File: src/rtl/uart_tx_core_pkg.sv
// Shared types and helpers for the UART transmit core.
// State codes carry a Tx prefix so they cannot clash with the transmit-control FSM.
package uart_tx_core_pkg;

    typedef enum logic [2:0] {
        TxIdle   = 3'd0,
        TxStart  = 3'd1,
        TxData   = 3'd2,
        TxParity = 3'd3,
        TxStop   = 3'd4
    } tx_state_e;

    localparam int unsigned MaxDataW = 9;

    // Callers zero-extend narrower payloads; the padding does not change the XOR.
    function automatic logic frame_parity(input logic [MaxDataW-1:0] bits, input logic odd);
        return (^bits) ^ odd;
    endfunction

endpackage

File: src/rtl/uart_tx_core_baud_gen.sv
// Baud counter: while clr is low, tick pulses for one cycle every CLKS_PER_BIT cycles.
// Holding clr high keeps the count at zero.
module uart_tx_core_baud_gen #(
    parameter int unsigned CLKS_PER_BIT = 868
) (
    input  logic clk,
    input  logic rst_n,
    input  logic clr,
    output logic tick
);

    localparam int unsigned CntW = (CLKS_PER_BIT > 1) ? $clog2(CLKS_PER_BIT) : 1;
    localparam logic [CntW-1:0] CntLast = CntW'(CLKS_PER_BIT - 1);

    logic [CntW-1:0] cnt_q;

    assign tick = !clr && (cnt_q == CntLast);

    always_ff @(posedge clk or negedge rst_n) begin
        if (!rst_n) begin
            cnt_q <= '0;
        end else if (clr || tick) begin
            cnt_q <= '0;
        end else begin
            cnt_q <= cnt_q + 1'b1;
        end
    end

endmodule

File: src/rtl/uart_tx_core.sv
// Serial transmitter: frames one byte per start_tr strobe as start, data (LSB first),
// optional parity and stop bits; busy_tr back-pressures the control FSM for the whole frame.
module uart_tx_core
    import uart_tx_core_pkg::*;
#(
    parameter int unsigned CLKS_PER_BIT = 868,
    parameter int unsigned DATA_W       = 8,
    parameter bit          PARITY_EN    = 1'b0,
    parameter bit          PARITY_ODD   = 1'b0,
    parameter int unsigned STOP_BITS    = 1
) (
    input  logic              clk,
    input  logic              rst_n,
    input  logic              start_tr,
    input  logic [DATA_W-1:0] data,
    output logic              tx,
    output logic              busy_tr
);

    localparam int unsigned BitW = $clog2(DATA_W + 1);
    localparam logic [BitW-1:0] LastData = BitW'(DATA_W - 1);
    localparam logic [BitW-1:0] LastStop = BitW'(STOP_BITS - 1);

    tx_state_e         state_q;
    logic [DATA_W-1:0] shift_q;
    logic [BitW-1:0]   bit_cnt_q;
    logic              parity_q;
    logic              tick;
    logic              baud_clr;

    // Holding the counter clear while idle lines the first tick up with the end of the start bit.
    assign baud_clr = (state_q == TxIdle);

    uart_tx_core_baud_gen #(
        .CLKS_PER_BIT(CLKS_PER_BIT)
    ) u_baud_gen (
        .clk  (clk),
        .rst_n(rst_n),
        .clr  (baud_clr),
        .tick (tick)
    );

    always_ff @(posedge clk or negedge rst_n) begin
        if (!rst_n) begin
            state_q   <= TxIdle;
            shift_q   <= '0;
            bit_cnt_q <= '0;
            parity_q  <= 1'b0;
            tx        <= 1'b1;
            busy_tr   <= 1'b0;
        end else begin
            case (state_q)
                TxIdle: begin
                    if (start_tr) begin
                        shift_q   <= data;
                        parity_q  <= frame_parity(MaxDataW'(data), PARITY_ODD);
                        bit_cnt_q <= '0;
                        state_q   <= TxStart;
                        tx        <= 1'b0;
                        busy_tr   <= 1'b1;
                    end
                end
                TxStart: begin
                    if (tick) begin
                        state_q <= TxData;
                        tx      <= shift_q[0];
                    end
                end
                TxData: begin
                    if (tick) begin
                        shift_q <= shift_q >> 1;
                        if (bit_cnt_q == LastData) begin
                            bit_cnt_q <= '0;
                            if (PARITY_EN) begin
                                state_q <= TxParity;
                                tx      <= parity_q;
                            end else begin
                                state_q <= TxStop;
                                tx      <= 1'b1;
                            end
                        end else begin
                            bit_cnt_q <= bit_cnt_q + 1'b1;
                            tx        <= shift_q[1];
                        end
                    end
                end
                TxParity: begin
                    if (tick) begin
                        state_q <= TxStop;
                        tx      <= 1'b1;
                    end
                end
                TxStop: begin
                    // The bit counter is reused to count stop bits.
                    if (tick) begin
                        if (bit_cnt_q == LastStop) begin
                            bit_cnt_q <= '0;
                            state_q   <= TxIdle;
                            busy_tr   <= 1'b0;
                        end else begin
                            bit_cnt_q <= bit_cnt_q + 1'b1;
                        end
                    end
                end
                default: begin
                    state_q <= TxIdle;
                    tx      <= 1'b1;
                    busy_tr <= 1'b0;
                end
            endcase
        end
    end

endmodule

File: config.mk
export PLATFORM = sky130hd
export DESIGN_NAME = uart_tx_core
export DESIGN_NICKNAME = d
export VERILOG_FILES = /design/src/rtl/uart_tx_core_pkg.sv /design/src/rtl/uart_tx_core_baud_gen.sv /design/src/rtl/uart_tx_core.sv
export SDC_FILE = /design/constraint.sdc
export NUM_CORES = 1
export LEC_CHECK = 0
export CAP_MARGIN = 20
export CORE_UTILIZATION = 50
export DETAILED_ROUTE_END_ITERATION = 10
export HOLD_SLACK_MARGIN = 0.08
export PLACE_DENSITY = 0.71
export SYNTH_ARGS = -nofsm -noshare
export SYNTH_HDL_FRONTEND = slang
export SYNTH_HIERARCHICAL = 1
export SYNTH_SLANG_ARGS = --single-unit
export TNS_END_PERCENT = 50
File: constraint.sdc
create_clock -name clk -period 2.2 [get_ports clk]
set_input_delay 0.44 -clock clk [delete_from_list [all_inputs] [get_ports clk]]
set_output_delay 0.44 -clock clk [all_outputs]
set_load 0.03 [all_outputs]
# After elaboration in Yosys (flattened, before gate mapping)
# Cells that the tools add are included.
classes:
  add_sub_neg: 2
  eq_ne: 13
  mux: 28
  n_bitwise: 2
  reduce_logical: 13
op_table:
  columns: ["operator", "n"]
  rows:
  - ["$mux W3", 7]
  - ["$mux W4", 5]
  - ["$mux W8", 2]
  - ["$pmux W8 S2", 1]
  - ["$pmux W3 S5", 1]
  - ["$pmux W4 S3", 1]
  - ["$add A10 B1 Y10 const B", 1]
  - ["$eq A10 B10 Y1 const B", 1]
  - ["$mux W10", 1]
  - ["$mux W1", 8]
  - ["$ne A2 B1 Y1 const B", 4]
  - ["$reduce_and A4 Y1", 2]
  - ["$reduce_and A7 Y1", 1]
  - ["$eq A3 B2 Y1 const B", 2]
  - ["$ne A2 B2 Y1 const B", 3]
  - ["$pmux W1 S5", 1]
  - ["$reduce_and A5 Y1", 1]
  - ["$add A4 B1 Y4 const B", 1]
  - ["$eq A4 B3 Y1 const B", 1]
  - ["$logic_not A4 Y1", 1]
  - ["$eq A3 B1 Y1 const B", 1]
  - ["$eq A3 B3 Y1 const B", 1]
  - ["$logic_not A3 Y1", 1]
  - ["$pmux W1 S3", 1]
  - ["other kinds (8)", 9]
totals:
  reg_bits: 27
  input_bits: 11
  output_inout_bits: 2
  word_cells: 64

# Logic depth before layout (Yosys ltp)
logic_depth:
  word_depth: 5
  depth_mapped: 9
  ltp_nobuf: 8

# Modules after synthesis
# Netlist, hierarchy kept.
by_module_without_submodules:
  columns: ["module", "n_inst", "cells_per_inst", "area_each_um2", "seq_area_each_um2"]
  rows:
  - ["uart_tx_core", 1, 101, 955.9, 426.7]
  - ["uart_tx_core_baud_gen", 1, 53, 534.3, 250.2]

# Least setup slack after synthesis
# No wires, ideal clock.
synth_timing:
  path_type: "flip-flop to flip-flop"
  from: "register u_baud_gen.cnt_q[3]"
  to: "register bit_cnt_q[3]"
  setup_time_ps: 69
  t_arrival_ps: 1970
  required_ps: 2131
  setup_slack_ps: 161
  path_stages_with_launch: 8
  n_path_buf: 0
  period_less_slack_ps: 2039
  cell_sequence: "dfrtp_1 nor4_2 nand4_1 nor2_1 and4bb_1 a21oi_2 or4b_1 nand3_1"
synth_via:
  elab_chain_cells: 4
  word_cells_on_any_way: 5
  cone_classes: "3 x eq/ne; 2 x reduce/logical"
synth_rtl:
  columns: ["item", "line_no", "rtl"]
  rows:
  - ["from (decl)", "uart_tx_core_baud_gen.sv:15", "logic [CntW-1:0] cnt_q;"]
  - ["from (signal assigned)", "uart_tx_core_baud_gen.sv:25", "cnt_q <= cnt_q + 1'b1;"]
  - ["$eq A10 B10 Y1 *", "uart_tx_core_baud_gen.sv:17", "assign tick = !clr && (cnt_q == CntLast);"]
  - ["$logic_and A1 B1 Y1 *", "uart_tx_core_baud_gen.sv:17", null]
  - ["via tick", "uart_tx_core.sv:28", "logic tick;"]
  - ["$ne A2 B1 Y1 (no source line)", null, null]
  - ["$reduce_and A4 Y1 (no source line) *", null, null]
  - ["to (signal assigned)", "uart_tx_core.sv:82", "bit_cnt_q <= bit_cnt_q + 1'b1;"]
  - ["to (signal assigned)", "uart_tx_core.sv:101", "bit_cnt_q <= bit_cnt_q + 1'b1;"]
  - ["to (decl)", "uart_tx_core.sv:26", "logic [BitW-1:0] bit_cnt_q;"]
# The timed path passes the listed nets; every way through them passes the cells marked *.
# A chain may end at the register's enable or synchronous reset.

# Worst setup path in the final report
layout_timing:
  from: "register u_baud_gen.cnt_q[4]"
  to: "register bit_cnt_q[3]"
# Same word-level chain as after synthesis.

==> summary.txt <==
Critical path
  – Reg2Reg Launch Point: u_baud_gen/cnt_q[4]
  – Setup crit start kind: flip-flop
  – Reg-to-reg slack, setup: 190 ps
  – Data required time of the critical path: 2470 ps
  – Maximum fanout along the worst path: 8
  – CP Capture Type: flip-flop
  – Worst r2r dst: bit_cnt_q[3]
  – Worst Path Class, Setup: flip-flop to flip-flop
  – Worst EP arrival: 2290 ps
  – R2R depth: 7

Placed design
  – HPWL Detailed: 2040 µm
  – Pre-CTS setup slack: 187 ps
  – Buffers on Ports: 12
  – # placed instances: 200
  – GP Congestion: 0.850

Clock tree
  – # clock sinks: 27
  – TritonCTS clock tree: yes
  – Clk pin slew, worst setup/hold paths: 140 ps
  – Clock Tree Root: clkbuf_4
  – Clock buffer depth: 2
  – Cts hold-fix bufs: 0
  – CTS H-tree depth: 1
  – Clk_lat worst skew: 320 ps
  – Num CTS Buffers: 3

Cells and area
  – Fin cells: 204
  – Antenna Cells: 0
  – Fillcell total: 244
  – Nets: 188
  – Commonest non-fill, non-tap cells in the layout: dfrtp_1, nand2_1, o21ai_0
  – Area Growth Syn to Fin: 14.1%
  – Share of cells above drive strength 1: 13.9%
  – Commonest non-fill, non-tap cell in the layout: dfrtp_1
  – Util after Layout: 61.1%

Global routing
  – Met3 usage: 2.30%
  – Largest net degree at the start of global routing: 28
  – GRT overflow: 0
  – Met2 Resource Use GR: 33.3%
  – Most used routing layer: met2
  – Vias in the first global route: 1154
  – Routing usage on met1: 27.7%
  – Initial antenna violation count: 0
  – First-pass GRT wire length: 5100 µm
  – Overall track demand over capacity in global routing: 20.6%

STA
  – Setup_tns: 0 ps
  – Clock skew: 8.19 ps
  – Final WS setup: 188 ps
  – Final period util: 91.5%
  – Final hold vios: 0
  – Achievable clock frequency: 497 MHz
  – Least-Margin Pin Slew: 427 ps
  – RSZ-0062 raised after global routing: no
  – Max-slew violation count: 0
  – Final setup viols: 0
  – Post-route minimum period: 2010 ps
  – Relative slew slack: 71.5%

Detailed routing
  – Routed via count: 1196
  – DRT Wirelength: 2830 µm
  – Drt drc: 0
  – Drt initial violations: 51
  – DRT Pass-1 Iters: 4
  – Drt wl/cell: 13.9 µm
  – Final ANT Viol Nets: 0
  – Via density: 5.86

Synth
  – Synth async-reset ratio: 100%
  – EDFF count, synth: 0
  – Synth Cell Area: 1490 µm²
  – Ys flop type: dfrtp_1
  – Mapped Avg Cell Area: 9.68 µm²
  – Area contributors post-synth: dfrtp_1, o21ai_0, nand2_1
  – Synth top area share: 43.7%
  – Synth unique cells: 48
  – Seq cells post-synth: 27
  – Largest area contributor in the netlist: dfrtp_1
  – Synth Net Count: 168
  – Ys Warns: 6
  – Sequential fraction of the synthesis area: 45.4%
  – Synth Instances: 154

Floorplanning
  – Rows: 19
  – Number of placed I/O pins: 13
  – Core area: 2780 µm²
  – Die width: 56.6 µm
  – Die area: 3200 µm²
  – Initial Util: 53.6%
  – Die height: 56.6 µm

Power
  – Peak VDD IR: 333 µV
  – Power Density: 436 nW/µm²
  – Leak Pwr: 0.701 nW

Outcome
  – Outcome: finished clean

Job
  – Max-cap violations: 0

Worst hold path
  – Hold crit path type: input pin to async pin
[per-stage QoR]
| step | cell area [µm²] | total power, mW | hold slack (ps) |
|---|---|---|---|
| floorplan | 1490 | 0.510 | 144 |
| global placement | 1670 | 0.540 | 464 |
| detailed placement | 1670 | 0.541 | 472 |
| CTS | 1700 | 0.757 | 465 |
| global route | 1700 | 0.775 | 494 |
| finish | 1700 | 0.742 | 462 |
[metal layers]
metal	share of wire [%]	wire [µm]	vias to the layer above
li1	-	-	593
met4	1.8	51	0
met2	46	1300	28
met5	0	0	-
met3	5.3	149	4
met1	47	1320	571
[cells in the mapped netlist, types with 3 or more instances]
library cell / instances
ha_1: 3
nand2_1: 22
or3_1: 3
nor2_1: 8
nor3_1: 3
nand4_1: 3
a21oi_1: 7
dfrtp_1: 26
inv_1: 5
and2_1: 3
mux2i_1: 7
nand3_1: 5
o21ai_0: 17
[what timing repair did]
item,in CTS,in global routing
setup endpoints to repair,0,1
setup buffers,0,0
resized for setup,0,1
[worst max-delay path: stages (launching register included)]
cell	delay, ps
dfrtp_1	460
nor4_2	300
nand4_1	150
nor2_2	140
and4bb_1	230
a21oi_2	80
or4b_1	520
nand3_1	100
[sequential cells by signal (all words and copies together) (netlist names)]
name              flops
busy_tr               1
bit_cnt_q             4
shift_q               8
u_baud_gen/cnt_q     10
tx                    1
state_q               3
[worst max path at each step]
stage | start | end | slack, ps | cells after the start
floorplan | u_baud_gen/cnt_q[3] | bit_cnt_q[3] | 160 | 7
global placement | u_baud_gen/cnt_q[4] | bit_cnt_q[3] | 250 | 7
detailed placement | u_baud_gen/cnt_q[4] | bit_cnt_q[3] | 190 | 7
CTS | u_baud_gen/cnt_q[4] | bit_cnt_q[3] | 160 | 7
global route | u_baud_gen/cnt_q[4] | bit_cnt_q[3] | 10 | 7
finish | u_baud_gen/cnt_q[4] | bit_cnt_q[3] | 190 | 7
[area by class of cell]
cell class	instances	area, µm²	share of cell area (%)
Multi-Input combinational cell	116	752	44.2
Sequential cell	27	677	39.8
Timing Repair Buffer	21	188	11.0
Tap cell	31	38.8	2.28
Clock buffer	4	26.3	1.55
Inverter	5	18.8	1.10
[kinds of logic after synthesis]
logic type / synth area share, %
flops: 45.4
compound gates: 15.4
mux: 6.21
fa+ha+maj: 2.52
simple gates: 24.4
buf+inv: 4.28
xor+xnor: 1.76
[report_power, final]
part | total, mW | switching, mW | internal, mW
clock network | 0.211 | 0.140 | 0.0710
logic | 0.0344 | 0.0151 | 0.0193
registers | 0.496 | 0 | 0.496
total | 0.742 | 0.155 | 0.587
Note: power is estimated with default switching activity, not from simulation.
